==> src/rtl/lsu_pkg.sv <==
// Shared definitions for the load/store unit: FSM state codes, RV32I size
// encodings and the access legality check used when an op is accepted.
package lsu_pkg;

  localparam logic [1:0] S_IDLE = 2'd0;
  localparam logic [1:0] S_REQ  = 2'd1;
  localparam logic [1:0] S_RESP = 2'd2;

  localparam logic [2:0] LB  = 3'b000;
  localparam logic [2:0] LH  = 3'b001;
  localparam logic [2:0] LW  = 3'b010;
  localparam logic [2:0] LBU = 3'b100;
  localparam logic [2:0] LHU = 3'b101;
  localparam logic [2:0] SB  = 3'b000;
  localparam logic [2:0] SH  = 3'b001;
  localparam logic [2:0] SW  = 3'b010;

  // Unsigned sizes exist only for loads; halves and words must be naturally aligned.
  function automatic logic opLegal(input logic [2:0] funct3, input logic [1:0] addrLo,
                                   input logic isStore);
    logic ok;
    case (funct3)
      LB:      ok = 1'b1;
      LH:      ok = ~addrLo[0];
      LW:      ok = (addrLo == 2'b00);
      LBU:     ok = ~isStore;
      LHU:     ok = ~isStore & ~addrLo[0];
      default: ok = 1'b0;
    endcase
    return ok;
  endfunction

endpackage

==> src/rtl/lsu_align.sv <==
// Byte-lane steering for the load/store unit: byte enables, store lane
// replication and load extraction with sign/zero extension.
module lsu_align
  import lsu_pkg::*;
(
  input  logic [2:0]  funct3_i,
  input  logic [1:0]  addr_lo_i,
  input  logic [31:0] wdata_i,
  input  logic [31:0] rdata_i,
  output logic [3:0]  be_o,
  output logic [31:0] wdata_o,
  output logic [31:0] rdata_o
);

  logic [31:0] w_shifted;

  assign w_shifted = rdata_i >> {addr_lo_i, 3'b000};

  // funct3[1:0] selects the size, funct3[2] selects zero-extension.
  always_comb begin
    be_o    = 4'b0000;
    wdata_o = wdata_i;
    rdata_o = w_shifted;
    case (funct3_i[1:0])
      2'b00: begin
        be_o    = 4'b0001 << addr_lo_i;
        wdata_o = {4{wdata_i[7:0]}};
        rdata_o = funct3_i[2] ? {24'h0, w_shifted[7:0]}
                              : {{24{w_shifted[7]}}, w_shifted[7:0]};
      end
      2'b01: begin
        be_o    = 4'b0011 << addr_lo_i;
        wdata_o = {2{wdata_i[15:0]}};
        rdata_o = funct3_i[2] ? {16'h0, w_shifted[15:0]}
                              : {{16{w_shifted[15]}}, w_shifted[15:0]};
      end
      default: begin
        be_o    = 4'b1111;
        wdata_o = wdata_i;
        rdata_o = w_shifted;
      end
    endcase
  end

endmodule

==> src/rtl/load_store_unit.sv <==
// Single-outstanding load/store unit between the execute stage and a
// request/ack memory port, with alignment checks and an ack timeout.
module load_store_unit
  import lsu_pkg::*;
#(
  parameter int TIMEOUT = 255
) (
  input  logic        clk_i,
  input  logic        rst_i,
  input  logic        valid_i,
  input  logic [31:0] addr_i,
  input  logic [31:0] wdata_i,
  input  logic        memread_i,
  input  logic        memwrite_i,
  input  logic [2:0]  funct3_i,
  output logic        stall_o,
  output logic        done_o,
  output logic [31:0] rdata_o,
  output logic        err_o,
  output logic        mem_req_o,
  output logic        mem_we_o,
  output logic [31:0] mem_addr_o,
  output logic [3:0]  mem_be_o,
  output logic [31:0] mem_wdata_o,
  input  logic        mem_ack_i,
  input  logic [31:0] mem_rdata_i
);

  localparam logic [31:0] LastCount = 32'(TIMEOUT - 1);

  logic [1:0]  r_state;
  logic [31:0] r_addr;
  logic [31:0] r_wdata;
  logic [2:0]  r_funct3;
  logic        r_write;
  logic [31:0] r_count;
  logic [31:0] r_rdata;
  logic        r_err;

  logic        w_idle;
  logic        w_inReq;
  logic        w_oneDir;
  logic        w_legal;
  logic        w_accept;
  logic        w_reject;
  logic [3:0]  w_be;
  logic [31:0] w_laneData;
  logic [31:0] w_loadData;

  assign w_idle   = (r_state == S_IDLE);
  assign w_inReq  = (r_state == S_REQ);
  assign w_oneDir = memread_i ^ memwrite_i;
  assign w_legal  = opLegal(funct3_i, addr_i[1:0], memwrite_i);
  assign w_accept = w_idle & valid_i & w_oneDir & w_legal;
  assign w_reject = w_idle & valid_i & ((memread_i & memwrite_i) | (w_oneDir & ~w_legal));

  lsu_align u_align (
    .funct3_i  (r_funct3),
    .addr_lo_i (r_addr[1:0]),
    .wdata_i   (r_wdata),
    .rdata_i   (mem_rdata_i),
    .be_o      (w_be),
    .wdata_o   (w_laneData),
    .rdata_o   (w_loadData)
  );

  // Memory-side outputs are driven only while a request is outstanding.
  assign stall_o     = w_accept | w_inReq;
  assign done_o      = (r_state == S_RESP);
  assign err_o       = r_err;
  assign rdata_o     = r_rdata;
  assign mem_req_o   = w_inReq;
  assign mem_we_o    = w_inReq & r_write;
  assign mem_addr_o  = w_inReq ? {r_addr[31:2], 2'b00} : 32'h0;
  assign mem_be_o    = w_inReq ? w_be : 4'h0;
  assign mem_wdata_o = (w_inReq & r_write) ? w_laneData : 32'h0;

  always_ff @(posedge clk_i or posedge rst_i) begin
    if (rst_i) begin
      r_state  <= S_IDLE;
      r_addr   <= 32'h0;
      r_wdata  <= 32'h0;
      r_funct3 <= 3'b000;
      r_write  <= 1'b0;
      r_count  <= 32'h0;
      r_rdata  <= 32'h0;
      r_err    <= 1'b0;
    end else begin
      r_err <= 1'b0;
      case (r_state)
        S_IDLE: begin
          r_err <= w_reject;
          if (w_accept) begin
            r_addr   <= addr_i;
            r_wdata  <= wdata_i;
            r_funct3 <= funct3_i;
            r_write  <= memwrite_i;
            r_count  <= 32'h0;
            r_state  <= S_REQ;
          end
        end
        S_REQ: begin
          // An ack in the final allowed cycle still wins over the timeout.
          if (mem_ack_i) begin
            if (!r_write) r_rdata <= w_loadData;
            r_count <= 32'h0;
            r_state <= S_RESP;
          end else if (r_count == LastCount) begin
            r_count <= 32'h0;
            r_err   <= 1'b1;
            r_state <= S_IDLE;
          end else begin
            r_count <= r_count + 32'h1;
          end
        end
        S_RESP:  r_state <= S_IDLE;
        default: r_state <= S_IDLE;
      endcase
    end
  end

endmodule

==> config.mk <==
export PLATFORM = sky130hd
export DESIGN_NAME = load_store_unit
export DESIGN_NICKNAME = d
export VERILOG_FILES = /design/src/rtl/lsu_pkg.sv /design/src/rtl/lsu_align.sv /design/src/rtl/load_store_unit.sv
export SDC_FILE = /design/constraint.sdc
export NUM_CORES = 1
export LEC_CHECK = 0
export ABC_CLOCK_PERIOD_IN_PS = 4700
export CAP_MARGIN = 15
export CELL_PAD_IN_SITES_DETAIL_PLACEMENT = 1
export CELL_PAD_IN_SITES_GLOBAL_PLACEMENT = 2
export CORE_AREA = 5 5 173 175
export DETAILED_ROUTE_END_ITERATION = 7
export DIE_AREA = 0 0 178 180
export GPL_TIMING_DRIVEN = 0
export MAX_ROUTING_LAYER = met4
export PLACE_DENSITY_LB_ADDON = 0.1
export SYNTH_ARGS = -nofsm -noshare
export SYNTH_HDL_FRONTEND = slang
export SYNTH_HIERARCHICAL = 1
export SYNTH_SLANG_ARGS = --single-unit
==> constraint.sdc <==
create_clock -name clk_i -period 4.7 [get_ports clk_i]
set_input_delay 0.94 -clock clk_i [delete_from_list [all_inputs] [get_ports clk_i]]
set_output_delay 0.94 -clock clk_i [all_outputs]
set_load 0.05 [all_outputs]
After elaboration in Yosys (flattened, before gate mapping)
Index checks and enable logic that the tools add are counted.

cells by class
  $add $sub $neg = 1
  bitwise operators = 15
  shift-type cells = 3
  mux-type cells = 20
  equal/unequal tests = 10
  reductions and logical operators = 9

operators with widths
  cell                     count
  $mux W32                 7
  $pmux W32 S2             3
  $add A32 B1 Y32 const B  1
  $eq A32 B8 Y1 const B    1
  $shr A32 B5 Y32          1
  $and A1 B1 Y1            8
  $pmux W4 S2              1
  $eq A3 B3 Y1 const B     2
  $logic_not A2 Y1         3
  $mux W2                  3
  $reduce_and A2 Y1        3
  $pmux W1 S5              1
  $eq A2 B1 Y1 const B     2
  $mux W4                  1
  $not A1 Y1               4
  $pmux W2 S2              1
  $shl A1 B2 Y4 const A    1
  $shl A2 B2 Y4 const A    1
  $eq A3 B1 Y1 const B     1
  $eq A3 B2 Y1 const B     1
  $logic_not A3 Y1         1
  $ne A3 B2 Y1 const B     1
  $reduce_and A3 Y1        1
  $eq A2 B2 Y1 const B     1
  other kinds (6)          8

storage, ports and cells
  logic and storage cells = 66
  output and inout bits = 105
  register bits after elaboration = 135

Logic depth before layout (Yosys ltp)
Gate-level depths: netlist of the first run.

  depth after elaboration = 8
  mapped depth = 9
  gate-level depth less buffers = 7

By module
The synthesis of the first run kept the hierarchy.

by module, submodules not included
  module           cells an instance  instances  area an instance (µm²)
  load_store_unit  520                1          6180.9
  lsu_align        182                1          1317.5

Least setup slack after synthesis of the first run
OpenSTA, ideal clock, no wires.

  path type = in2out
  start point = input port funct3_i[0]
  end point = output port stall_o
  required time = 3760 ps
  stages on the path = 4
  setup slack = 1667 ps
  data arrival time = 2093 ps
  path through = or4_4 > a21oi_4 > nor2_1 > inv_1

on the way
  longest elaborated chain between the ends = 4
  elaborated cells on any way between the ends = 8
  classes of those cells = 4 x eq/ne; 1 x mux; 2 x bitwise; 1 x reduce/logical

ends and longest elaborated chain
  item                                  RTL line               source
  from (decl)                           load_store_unit.sv:15  input logic [2:0] funct3_i,
  $eq A3 B3 Y1 (tied with other cells)  lsu_pkg.sv:22          case (funct3)
  $pmux W1 S5 *                         lsu_pkg.sv:22
  $and A1 B1 Y1 *                       load_store_unit.sv:54  assign w_accept = w_idle & valid_i & w_oneDir & w_legal;
  $or A1 B1 Y1 *                        load_store_unit.sv:68  assign stall_o = w_accept | w_inReq;
  to (decl)                             load_store_unit.sv:16  output logic stall_o,

Mark *: on every way between the ends. The rest lies on a longest branch, timed or not.

Final worst setup path of the first run
Ends and elaborated chain as after synthesis.

==> results of run 1 <==
## registers in the layout, summed over array words and instances, names as in the netlist
register / count
r_addr: 32
r_count: 32
r_wdata: 32
rdata_o: 32
r_funct3: 3
r_state: 2
err_o: 1
r_write: 1
## synthesized netlist by cell type, types with 8 or more instances
library cell,count
dfrtp_1,135
mux2_2,122
nand2_1,54
and2_1,38
and3_1,37
o21ai_0,29
clkbuf_1,25
mux2i_1,25
nor2_1,25
a21oi_1,24
nand3_1,17
o211ai_1,14
buf_2,13
buf_4,11
xor2_1,10
buf_1,9
nand4_1,8
o31ai_1,8
or4_1,8
## worst reg2reg max path, stage by stage (launching register included)
cell	delay (ns)
dfrtp_1	0.44
and3_1	0.18
clkbuf_1	0.27
nand3_1	0.15
o31ai_1	0.60
and2_1	0.22
buf_2	0.23
buf_2	0.26
nor2_1	0.08
## layer usage
metal,GRT usage [%],wire length [um]
met1,21.9,11900
met2,29.3,13700
met3,3.49,1020
met4,3.47,279
met5,-,0
## power groups by stage
stage | clock network [uW] | logic [uW] | registers [uW]
after global placement | 0 | 2190 | 1690
final | 1350 | 2200 | 1680
after CTS | 1390 | 2230 | 1690
after detailed placement | 0 | 2220 | 1710
after floorplan | 0 | 1050 | 2080
after global routing | 1440 | 2350 | 1720
## stage by stage
stage                     power, uW  setup slack (ns)  hold WS (ns)  cell area (um^2)
after floorplan                3130             0.149         0.471              7500
final                          5230             0.457         0.490             10700
after global placement         3880             -2.23         0.469             10100
after global routing           5510             0.304         0.515             10700
after detailed placement       3930             0.448         0.481             10100
after CTS                      5310             0.435         0.496             10700
## path summary, 6_finish.rpt
check	from	endpoint	slack, ns	depth (start not counted)
max	funct3_i[0]	stall_o	0.46	6
min	rdata_o[31]	rdata_o[31]	0.49	1
max reg2reg	r_count[3]	r_count[12]	2.14	8
min reg2reg	rdata_o[31]	rdata_o[31]	0.49	1
max in group asynchronous	rst_i	r_wdata[20]	2.95	3
min in group asynchronous	rst_i	rdata_o[24]	0.95	2
## cells by family (layout without fill, tap and decap cells)
group | after synthesis | after routing | share of synthesized area, %
mux | 151 | 151 | 22.4
simple gates | 232 | 232 | 16.7
compound gates | 101 | 101 | 9.48
xor+xnor | 11 | 11 | 1.28
buf+inv | 68 | 308 | 4.57
fa+ha+maj | 3 | 3 | 0.501
flops | 135 | 135 | 45.1
other cells | 1 | 3 | 0.0500
## final cells by class
type                            instances  share of cell area, %
Clock buffer                           17                   3.99
Inverter                                6                  0.258
Tap cell                              384                   4.50
Multi-Input combinational cell        500                   35.4
Sequential cell                       135                   31.7
Clock inverter                         15                   1.44
Buffer                                 62                   3.00
Antenna cell                            1                 0.0235
Timing Repair Buffer                  208                   19.7
==> qor.csv, run 1 <==
stage,metric,value,unit
status,status,completed,
floorplanning,die area,32000,um^2
setup_path,CP required,3.76,ns
yosys,Ys Warns,6,
pwr,Sw Pwr,2090,uW
layout,fillers,3155,
placement,IO Port Bufs,207,
setup_path,crit path max fanout,4,
drt,Final ANT Viol Nets,0,
timing,final worst path period share,90.3,%
yosys,ys flop type,dfrtp_1,
yosys,top-area cell type share of the netlist area,45.1,%
yosys,biggest area consumer among synthesized cells,dfrtp_1,
timing,Final Hold Fails,0,
layout,multi-input logic area,3780,um^2
layout,NumNets Final,1038,
setup_path,"CP delay by family, top",buffers and inverters,
floorplanning,Die Wd,178,um
clock_tree,"Clk pin slew, worst setup/hold paths",0.07,ns
floorplanning,Die Y,180,um
floorplanning,core area,28300,um^2
global_routing,largest net degree at the start of global routing,81,
global_routing,first-pass GRT wire length,42.2,mm
clock_tree,buffer type at the clock tree root,clkbuf_16,
placement,DP Cell Count,1295,
clock_tree,clock insertion delay at the later pin of the skew report,0.43,ns
timing,Worst slew margin,36.1,%
pwr,leakage power,0.00445,uW
clock_tree,hold buffers post-CTS,0,
yosys,Mapped Area,7500,um^2
timing,Max Fclk,236,MHz
setup_path,crit path max-delay cell type,clkdlybuf4s50_1,
pwr,Flop pwr share,32.0,%
pwr,Clk pwr share,25.8,%
setup_path,Crit path buffers/inverters,3,
setup_path,"critical path, cell by cell","clkdlybuf4s50_1, or4_4, a21oi_4, nor2_1, inv_1, clkdlybuf4s50_1",
drt,Avg WL per Cell,20.3,um
timing,Worst-Margin Slew,0.956,ns
drt,Vias/cell,4.72,
pwr,Peak VDD IR,233,uV
layout,Area Overhead vs Synth,42.3,%
clock_tree,CTS buffer count,17,
global_routing,initial antenna violation count,0,
clock_tree,CTS H-tree depth,4,
drt,DRC viols,0,
placement,GPL Wtd Cong,0.798,
flow_run,Max Cap Viol,0,
yosys,Synth Register Bits,135,
floorplanning,row count,62,
yosys,Syn Area/Cell,10.7,um^2
timing,RSZ-0062 raised after global routing,false,
layout,fin util,37.7,%
floorplanning,Initial Utilization,26.5,%
layout,"commonest cells after routing, fill and taps aside","clkdlybuf4s50_1 (207), dfrtp_1 (135), mux2_2 (122)",
floorplanning,num ports,210,
yosys,"Seq/Total Area, Yosys",45.1,%
pwr,sw frac,40.0,%
layout,layout cells sized above 1,21.4,%
hold_path,Worst Hold Class,flip-flop to flip-flop,
drt,iteration count of the initial detailed-routing pass,4,
layout,storage element area,3380,um^2
clock_tree,CTS max path bufs,2,
clock_tree,CTS sink cnt,135,
timing,Total Neg Setup Slack,0,ns
drt,Vias,6269,
clock_tree,# resized after CTS,0,
yosys,number of synthesized flops with an enable pin,0,
yosys,Post-Syn Instances,702,
timing,setup violators final,0,
yosys,largest cells by area after synthesis,"dfrtp_1 (45%), mux2_2 (18%), mux2i_1 (3.3%), and2_1 (3.2%), and3_1 (3.1%)",
timing,Period minus WS final,4.24,ns
pwr,internal power,3140,uW
pwr,Pwr per Cell Area,491,nW/um^2
placement,hpwl dp,20.6,mm
layout,"commonest non-fill, non-tap cell in the layout",clkdlybuf4s50_1,
pwr,Comb pwr share,42.1,%
global_routing,Total GRT Usage,17.5,%
yosys,Post-synth ARST share,100,%
setup_path,arrival time worst endpoint,3.30,ns
timing,Clock Skews,0.0147,ns
setup_path,WS Path Type,primary input to output pin,
setup_path,Setup crit end kind,output pin,
setup_path,Worst path max stage delay,0.83,ns
drt,DR iter-0 viols,230,
clock_tree,Setup Buffers After CTS,0,
timing,Max Slew Vio Count,0,
layout,Post-Layout Cell Count,1328,
clock_tree,TritonCTS clock tree,done,
global_routing,gr ovfl total,0,
setup_path,CP Launch Type,primary input,
setup_path,cell mode on critical path,clkdlybuf4s50_1,
yosys,"Distinct cells, synth",52,
drt,Routed WL,26.9,mm
global_routing,vias in the first global route,6997,
No activity file was read; power rests on OpenSTA's default activity.
==> inputs of run 2 (changes only) <==
--- a/config.mk
+++ b/config.mk
@@ -15,6 +15,7 @@
 export GPL_TIMING_DRIVEN = 0
 export MAX_ROUTING_LAYER = met4
 export PLACE_DENSITY_LB_ADDON = 0.1
+export SKIP_CTS_REPAIR_TIMING = 1
 export SYNTH_ARGS = -nofsm -noshare
 export SYNTH_HDL_FRONTEND = slang
 export SYNTH_HIERARCHICAL = 1
==> results of run 2 <==
The final DEF is identical to that of run 1; final timing and power are the same.
==> inputs of run 3 (changes only) <==
--- a/config.mk
+++ b/config.mk
@@ -16,6 +16,7 @@
 export MAX_ROUTING_LAYER = met4
 export PLACE_DENSITY_LB_ADDON = 0.1
 export SKIP_CTS_REPAIR_TIMING = 1
+export SKIP_LAST_GASP = 1
 export SYNTH_ARGS = -nofsm -noshare
 export SYNTH_HDL_FRONTEND = slang
 export SYNTH_HIERARCHICAL = 1
==> results of run 3 <==
The final DEF is identical to that of run 1; final timing and power are the same.
